`config.mk`:
```
export PLATFORM = sky130hd
export DESIGN_NAME = mult_div_unit
export DESIGN_NICKNAME = d
export VERILOG_FILES = /design/src/rtl/mult_div_pkg.sv /design/src/rtl/mult_div_sign_fix.sv /design/src/rtl/mult_div_unit.sv
export SDC_FILE = /design/constraint.sdc
export NUM_CORES = 1
export LEC_CHECK = 0
export ABC_CLOCK_PERIOD_IN_PS = 3150
export CORE_MARGIN = 4
export CORE_UTILIZATION = 45
export DETAILED_ROUTE_END_ITERATION = 10
export PLACE_DENSITY = 0.75
export SLEW_MARGIN = 20
export SYNTH_ARGS = -nofsm -noshare
export SYNTH_HDL_FRONTEND = slang
export SYNTH_SLANG_ARGS = --single-unit
```
`constraint.sdc`:
```
create_clock -name clk -period 3.15 [get_ports clk]
set_clock_uncertainty 0.1 [all_clocks]
set_input_delay 0.63 -clock clk [delete_from_list [all_inputs] [get_ports clk]]
set_output_delay 0.63 -clock clk [all_outputs]
set_load 0.01 [all_outputs]
```
`src/rtl/mult_div_pkg.sv`:
```
// Shared encodings and state type for the iterative multiply/divide unit.
package mult_div_pkg;

   localparam int MD_WIDTH      = 32;
   localparam int MD_ITERATIONS = MD_WIDTH;

   localparam logic [1:0] OP_MULT  = 2'b00;
   localparam logic [1:0] OP_MULTU = 2'b01;
   localparam logic [1:0] OP_DIV   = 2'b10;
   localparam logic [1:0] OP_DIVU  = 2'b11;

   typedef enum logic [1:0] {
      ST_IDLE,
      ST_RUN,
      ST_FIX,
      ST_DONE
   } md_state_t;

endpackage

```
`src/rtl/mult_div_sign_fix.sv`:
```
// Conditional two's-complement negation: the whole 2*WIDTH product, or the
// remainder (upper half) and quotient (lower half) independently.
module mult_div_sign_fix
   import mult_div_pkg::*;
#(
   parameter int WIDTH = MD_WIDTH
) (
   input  logic [2*WIDTH-1:0] value,
   input  logic               split,
   input  logic               neg_hi,
   input  logic               neg_lo,
   output logic [2*WIDTH-1:0] result
);

   always_comb begin
      result = value;
      if (split) begin
         if (neg_hi) result[2*WIDTH-1:WIDTH] = -value[2*WIDTH-1:WIDTH];
         if (neg_lo) result[WIDTH-1:0]       = -value[WIDTH-1:0];
      end else if (neg_lo) begin
         result = -value;
      end
   end

endmodule

```
`src/rtl/mult_div_unit.sv`:
```
// Iterative MULT/MULTU/DIV/DIVU unit with HI/LO registers (radix-2, one step per cycle).
// Divider datapath is built only when MULT_DIV_DIVIDE_EN is defined.
module mult_div_unit
   import mult_div_pkg::*;
#(
   parameter int WIDTH = MD_WIDTH
) (
   input  logic             clk,
   input  logic             rst_n,
   input  logic             Start,
   input  logic [1:0]       Op,
   input  logic [WIDTH-1:0] SrcA,
   input  logic [WIDTH-1:0] SrcB,
   input  logic             HiWrite,
   input  logic             LoWrite,
   output logic             Busy,
   output logic             Done,
   output logic             DivByZero,
   output logic [WIDTH-1:0] Hi,
   output logic [WIDTH-1:0] Lo
);

   localparam int CNT_W = $clog2(WIDTH);

   md_state_t          state;
   logic [CNT_W-1:0]   count;
   logic [WIDTH-1:0]   opb;
   logic [2*WIDTH-1:0] acc;
   logic               is_div;
   logic               neg_hi;
   logic               neg_lo;

   logic               signed_op;
   logic               sign_diff;
   logic [WIDTH-1:0]   mag_a;
   logic [WIDTH-1:0]   mag_b;
   logic [WIDTH:0]     add_sum;
   logic [2*WIDTH-1:0] step_next;
   logic [2*WIDTH-1:0] fixed;

   assign signed_op = (Op == OP_MULT) || (Op == OP_DIV);
   assign sign_diff = signed_op && (SrcA[WIDTH-1] ^ SrcB[WIDTH-1]);
   assign mag_a     = (signed_op && SrcA[WIDTH-1]) ? -SrcA : SrcA;
   assign mag_b     = (signed_op && SrcB[WIDTH-1]) ? -SrcB : SrcB;

   // Multiply: acc = {partial, multiplier}; add multiplicand on lsb, shift right.
   assign add_sum = {1'b0, acc[2*WIDTH-1:WIDTH]} + (acc[0] ? {1'b0, opb} : '0);

`ifdef MULT_DIV_DIVIDE_EN
   logic [WIDTH:0]   shifted;
   logic             no_sub;
   logic [WIDTH-1:0] rem_next;

   // Divide: acc = {remainder, dividend/quotient}; restoring shift-subtract.
   assign shifted  = {acc[2*WIDTH-1:WIDTH], acc[WIDTH-1]};
   assign no_sub   = shifted < {1'b0, opb};
   assign rem_next = no_sub ? shifted[WIDTH-1:0] : shifted[WIDTH-1:0] - opb;
`endif

   always_comb begin
      step_next = {add_sum, acc[WIDTH-1:1]};
`ifdef MULT_DIV_DIVIDE_EN
      if (is_div) step_next = {rem_next, acc[WIDTH-2:0], ~no_sub};
`endif
   end

   mult_div_sign_fix #(.WIDTH(WIDTH)) u_sign_fix (
      .value  (acc),
      .split  (is_div),
      .neg_hi (neg_hi),
      .neg_lo (neg_lo),
      .result (fixed)
   );

`ifdef MULT_DIV_DIVIDE_EN
   logic div_zero_q;
   assign DivByZero = div_zero_q;
`else
   assign DivByZero = 1'b0;
`endif

   always_ff @(posedge clk or negedge rst_n) begin
      if (!rst_n) begin
         state  <= ST_IDLE;
         count  <= '0;
         opb    <= '0;
         acc    <= '0;
         is_div <= 1'b0;
         neg_hi <= 1'b0;
         neg_lo <= 1'b0;
         Busy   <= 1'b0;
         Done   <= 1'b0;
         Hi     <= '0;
         Lo     <= '0;
`ifdef MULT_DIV_DIVIDE_EN
         div_zero_q <= 1'b0;
`endif
      end else begin
         Done <= 1'b0;
`ifdef MULT_DIV_DIVIDE_EN
         div_zero_q <= 1'b0;
`endif
         case (state)
            ST_IDLE: begin
               if (Start) begin
                  count  <= '0;
                  opb    <= mag_b;
                  acc    <= {{WIDTH{1'b0}}, mag_a};
                  is_div <= Op[1];
                  neg_lo <= sign_diff;
                  neg_hi <= Op[1] ? (signed_op && SrcA[WIDTH-1]) : sign_diff;
                  if (Op[1]) begin
`ifdef MULT_DIV_DIVIDE_EN
                     if (SrcB == '0) begin
                        state      <= ST_DONE;
                        Done       <= 1'b1;
                        div_zero_q <= 1'b1;
                     end else begin
                        state <= ST_RUN;
                        Busy  <= 1'b1;
                     end
`else
                     state <= ST_DONE;
                     Done  <= 1'b1;
`endif
                  end else begin
                     state <= ST_RUN;
                     Busy  <= 1'b1;
                  end
               end else begin
                  if (HiWrite) Hi <= SrcA;
                  if (LoWrite) Lo <= SrcA;
               end
            end
            ST_RUN: begin
               acc   <= step_next;
               count <= count + 1'b1;
               if (count == CNT_W'(WIDTH-1)) state <= ST_FIX;
            end
            ST_FIX: begin
               Hi    <= fixed[2*WIDTH-1:WIDTH];
               Lo    <= fixed[WIDTH-1:0];
               Busy  <= 1'b0;
               Done  <= 1'b1;
               state <= ST_DONE;
            end
            ST_DONE: state <= ST_IDLE;
            default: state <= ST_IDLE;
         endcase
      end
   end

endmodule
```
==> metrics.txt <==
total die area between 0.02 and 0.03 sq mm; ratio of final minimum period to clock period 96.9%; Port Buffer Count 136; Initial Util between 40% and 50%; # setup viols final 0; share of layout cells above drive strength 1 between 10 and 15%; most frequent cell on the critical path or4_1; family with the most delay on the worst path simple AND/OR/NAND/NOR gates; DRC errors left 0; area grow syn2layout 27.7%; WP data required about 3300 ps; drt wl/cell 19.3 microns; slowest stage delay, CP 600 ps; first-pass GRT wire length 63.3 mm; Crit Path Category in2reg; total grt overflow 0; Die X 173 microns; Total Routing Usage GR between 20 and 30%; 1st-pass router iterations 7; Post-Syn Area ~0.012 sq mm; Clk Latency, worst-skew pair roughly 440 ps; Post-Syn Instances ~1500; crit-path cells clkdlybuf4s50_1, or4_1, or3_4, or4_1, nor3_1, a31oi_1, xnor2_1, o22ai_1; post-synthesis sequential area ratio 35.3%; largest net degree at the start of global routing 72; clk buf depth 2; Post-synth ARST share 100%; final wirelength approximately 39 mm; status finished clean; WP data arrival ~3200 ps; CP endpoint kind flop; Max Fclk approximately 0.33 GHz; hold buffer count at cts 0; Max Cap Viol 0; via count roughly 12000; Crit Path Max Fanout 3; P_leak 6.70 nW; Die H approximately 170 microns; Synth Register Bits about 170; min-delay worst type in2async; RSZ-0062 raised after global routing yes; final total power approximately 15 mW; Clk pin slew, worst setup/hold paths 60 ps; vias in the first global route about 12000; worst path bufs/invs 1; Net Count, Synth roughly 1600; CTS tree yes; number of nets in the layout between 1500 and 2000; Final ANT Viol Nets 0; Place WS -156 ps; Core Rows 59; DR iter-0 viols 1251; slack of the critical path approximately 100 ps; Avg Vias per Cell a little under 6; CTS H-tree lvls 4; share of the synthesized area in the top cell type 35.3%; final hold vios 0; post-CTS setup buffer count 0; initial antenna violation count 0; yosys warns 0; cells on worst reg2reg path 11; Max IR drop VDD 0.476 mV; Placed Area about 0.015 sq mm; Non-Filler Instances 2037; top cell type by total area after synthesis dfrtp_1; Synth area leaders dfrtp_1, o21ai_0, xnor2_1, nand2_1, a21oi_1; Slowest-stage cell, CP or4_1; final instance area roughly 0.016 sq mm; Critical Path Start Type input pin; critical path depth 8; Inst Count DP 2004; Final Critical Period between 3000 and 4000 ps; slew at the pin with the worst max-slew slack 820 ps; io pins approximately 140; gpl congestion 0.951; fillers 2344; clock sink count ~170; Post-synth EDFFs 0; Pwr per Cell Area roughly 960 mW/mm^2; DP Wirelength 30.0 mm; Mean Syn Cell Area 8.26 sq um; Unique masters post-synth 68; post_cts resized 0; Final Max Tran Viols 0; Slew headroom between 40% and 50%; Num CTS Buffers 17; WHS between 90 and 100 ps; Root Driver clkbuf_16; Top FF cell, synth dfrtp_1; core region area about 0.026 sq mm
==> where the power goes <==
| group | switching, mW | internal [mW] |
|---|---|---|
| registers | 0.850 | 3.22 |
| clock network | 0.980 | 1.45 |
| logic | 4.84 | 3.66 |
| total | 6.67 | 8.33 |
==> final timing paths <==
kind | from | end | slack [ps]
worst min-delay path | rst_n | Hi[17] | 90
max in group asynchronous | rst_n | acc[36] | 2080
worst min register to register | opb[3] | opb[3] | 370
min in group clk | opb[3] | opb[3] | 370
worst max-delay path | SrcA[13] | acc[28] | 100
worst max register to register | acc[0] | acc[62] | 120
==> cell usage after synthesis (10+ instances only) <==
library cell	instances
mux2i_1	23
xnor2_1	81
inv_1	27
a21o_1	36
and3_1	13
nand2_1	174
a21oi_1	125
a31oi_1	13
nor4_1	19
o21a_1	12
o21ai_0	170
a211oi_1	20
o22ai_1	17
o31ai_1	26
or4_1	12
nor3_1	33
and2_1	34
nor2_1	107
dfrtp_1	172
nand4_1	10
buf_1	10
nor2b_1	12
o211ai_1	10
xor2_1	54
or3_1	18
clkbuf_1	71
nand3_1	20
ha_1	41
==> registers in the layout, summed over array words and instances, names as in the netlist <==
signal	cells
is_div	1
Busy	1
neg_lo	1
Hi	32
Lo	32
Done	1
state	2
count	5
acc	64
opb	32
neg_hi	1
==> layout make-up <==
cell class              instances  area (sq um)  area share [%]
repair buffers                280          2510            16.1
well taps                     335           419            2.69
clock inverters                14           226            1.46
clock buffers                  18           439            2.82
flip-flops and latches        172          4300            27.7
diodes                          1          2.50          0.0161
multi-input cells            1189          7550            48.6
inverters                      28           105           0.676
==> cell families (layout without fill, tap and decap cells) <==
family / Yosys count / after routing / synth area share (%)
adder cells (fa/ha/maj): 42 / 42 / 4.38
buffers and inverters: 114 / 340 / 3.64
flip-flops: 172 / 172 / 35.3
other: 1 / 2 / 0.0308
AND/OR/NAND/NOR: 503 / 503 / 20.8
multiplexers: 23 / 23 / 1.89
AO/OA/AOI/OAI: 485 / 485 / 24.3
XOR/XNOR: 135 / 135 / 9.71
==> routing by layer <==
metal,part of all wire (%),GRT usage (%),wire length [microns],vias to the layer above
met4,3.0,8.88,1190,0
met3,7.2,3.47,2840,79
met1,44,36.4,17400,5776
met5,0,0,0,-
li1,-,-,-,5759
met2,46,41.0,17900,535
==> worst reg2reg max path, cell delays in order, from the launching register on <==
cell and delay [ps]:
dfrtp_1 410, buf_12 160, and2_1 150, ha_1 290
buf_4 160, a21o_1 160, a211oi_1 240, o21ai_1 160
a21oi_2 230, nor2_1 80, or4_1 500, a32o_1 260
==> cells in the final DEF, fill, tap and decap left out, types with 6 or more instances in the layout <==
| master | n |
|---|---|
| o211ai_1 | 10 |
| ha_1 | 40 |
| o31ai_1 | 26 |
| o21a_1 | 12 |
| nand3b_1 | 6 |
| clkdlybuf4s50_1 | 135 |
| xnor2_1 | 81 |
| mux2i_1 | 23 |
| a21o_1 | 36 |
| o21ai_0 | 166 |
| clkbuf_16 | 17 |
| nor2_1 | 106 |
| a22o_1 | 6 |
| nand3_1 | 19 |
| a211oi_1 | 20 |
| o22ai_1 | 17 |
| inv_1 | 27 |
| and3_1 | 13 |
| xor2_1 | 54 |
| buf_4 | 139 |
| nor2b_1 | 11 |
| a21oi_1 | 119 |
| or3_1 | 18 |
| o21ai_1 | 8 |
| nor3_1 | 32 |
| nand4_1 | 10 |
| nand2b_1 | 9 |
| or2_2 | 7 |
| a31oi_1 | 12 |
| dfrtp_1 | 172 |
| nand2_1 | 173 |
| and2_1 | 34 |
| or4_1 | 12 |
| o41ai_2 | 6 |
| nor4_1 | 19 |
| nor3b_1 | 9 |
==> metrics by stage <==
stage	TNS [ps]	util, %
floorplan	0	-
global placement	-709	56.2
CTS	0	58.7
global route	-60.8	59.0
detailed placement	-1160	56.2
finish	0	59.0
Note: power is estimated with default switching activity, not from simulation.
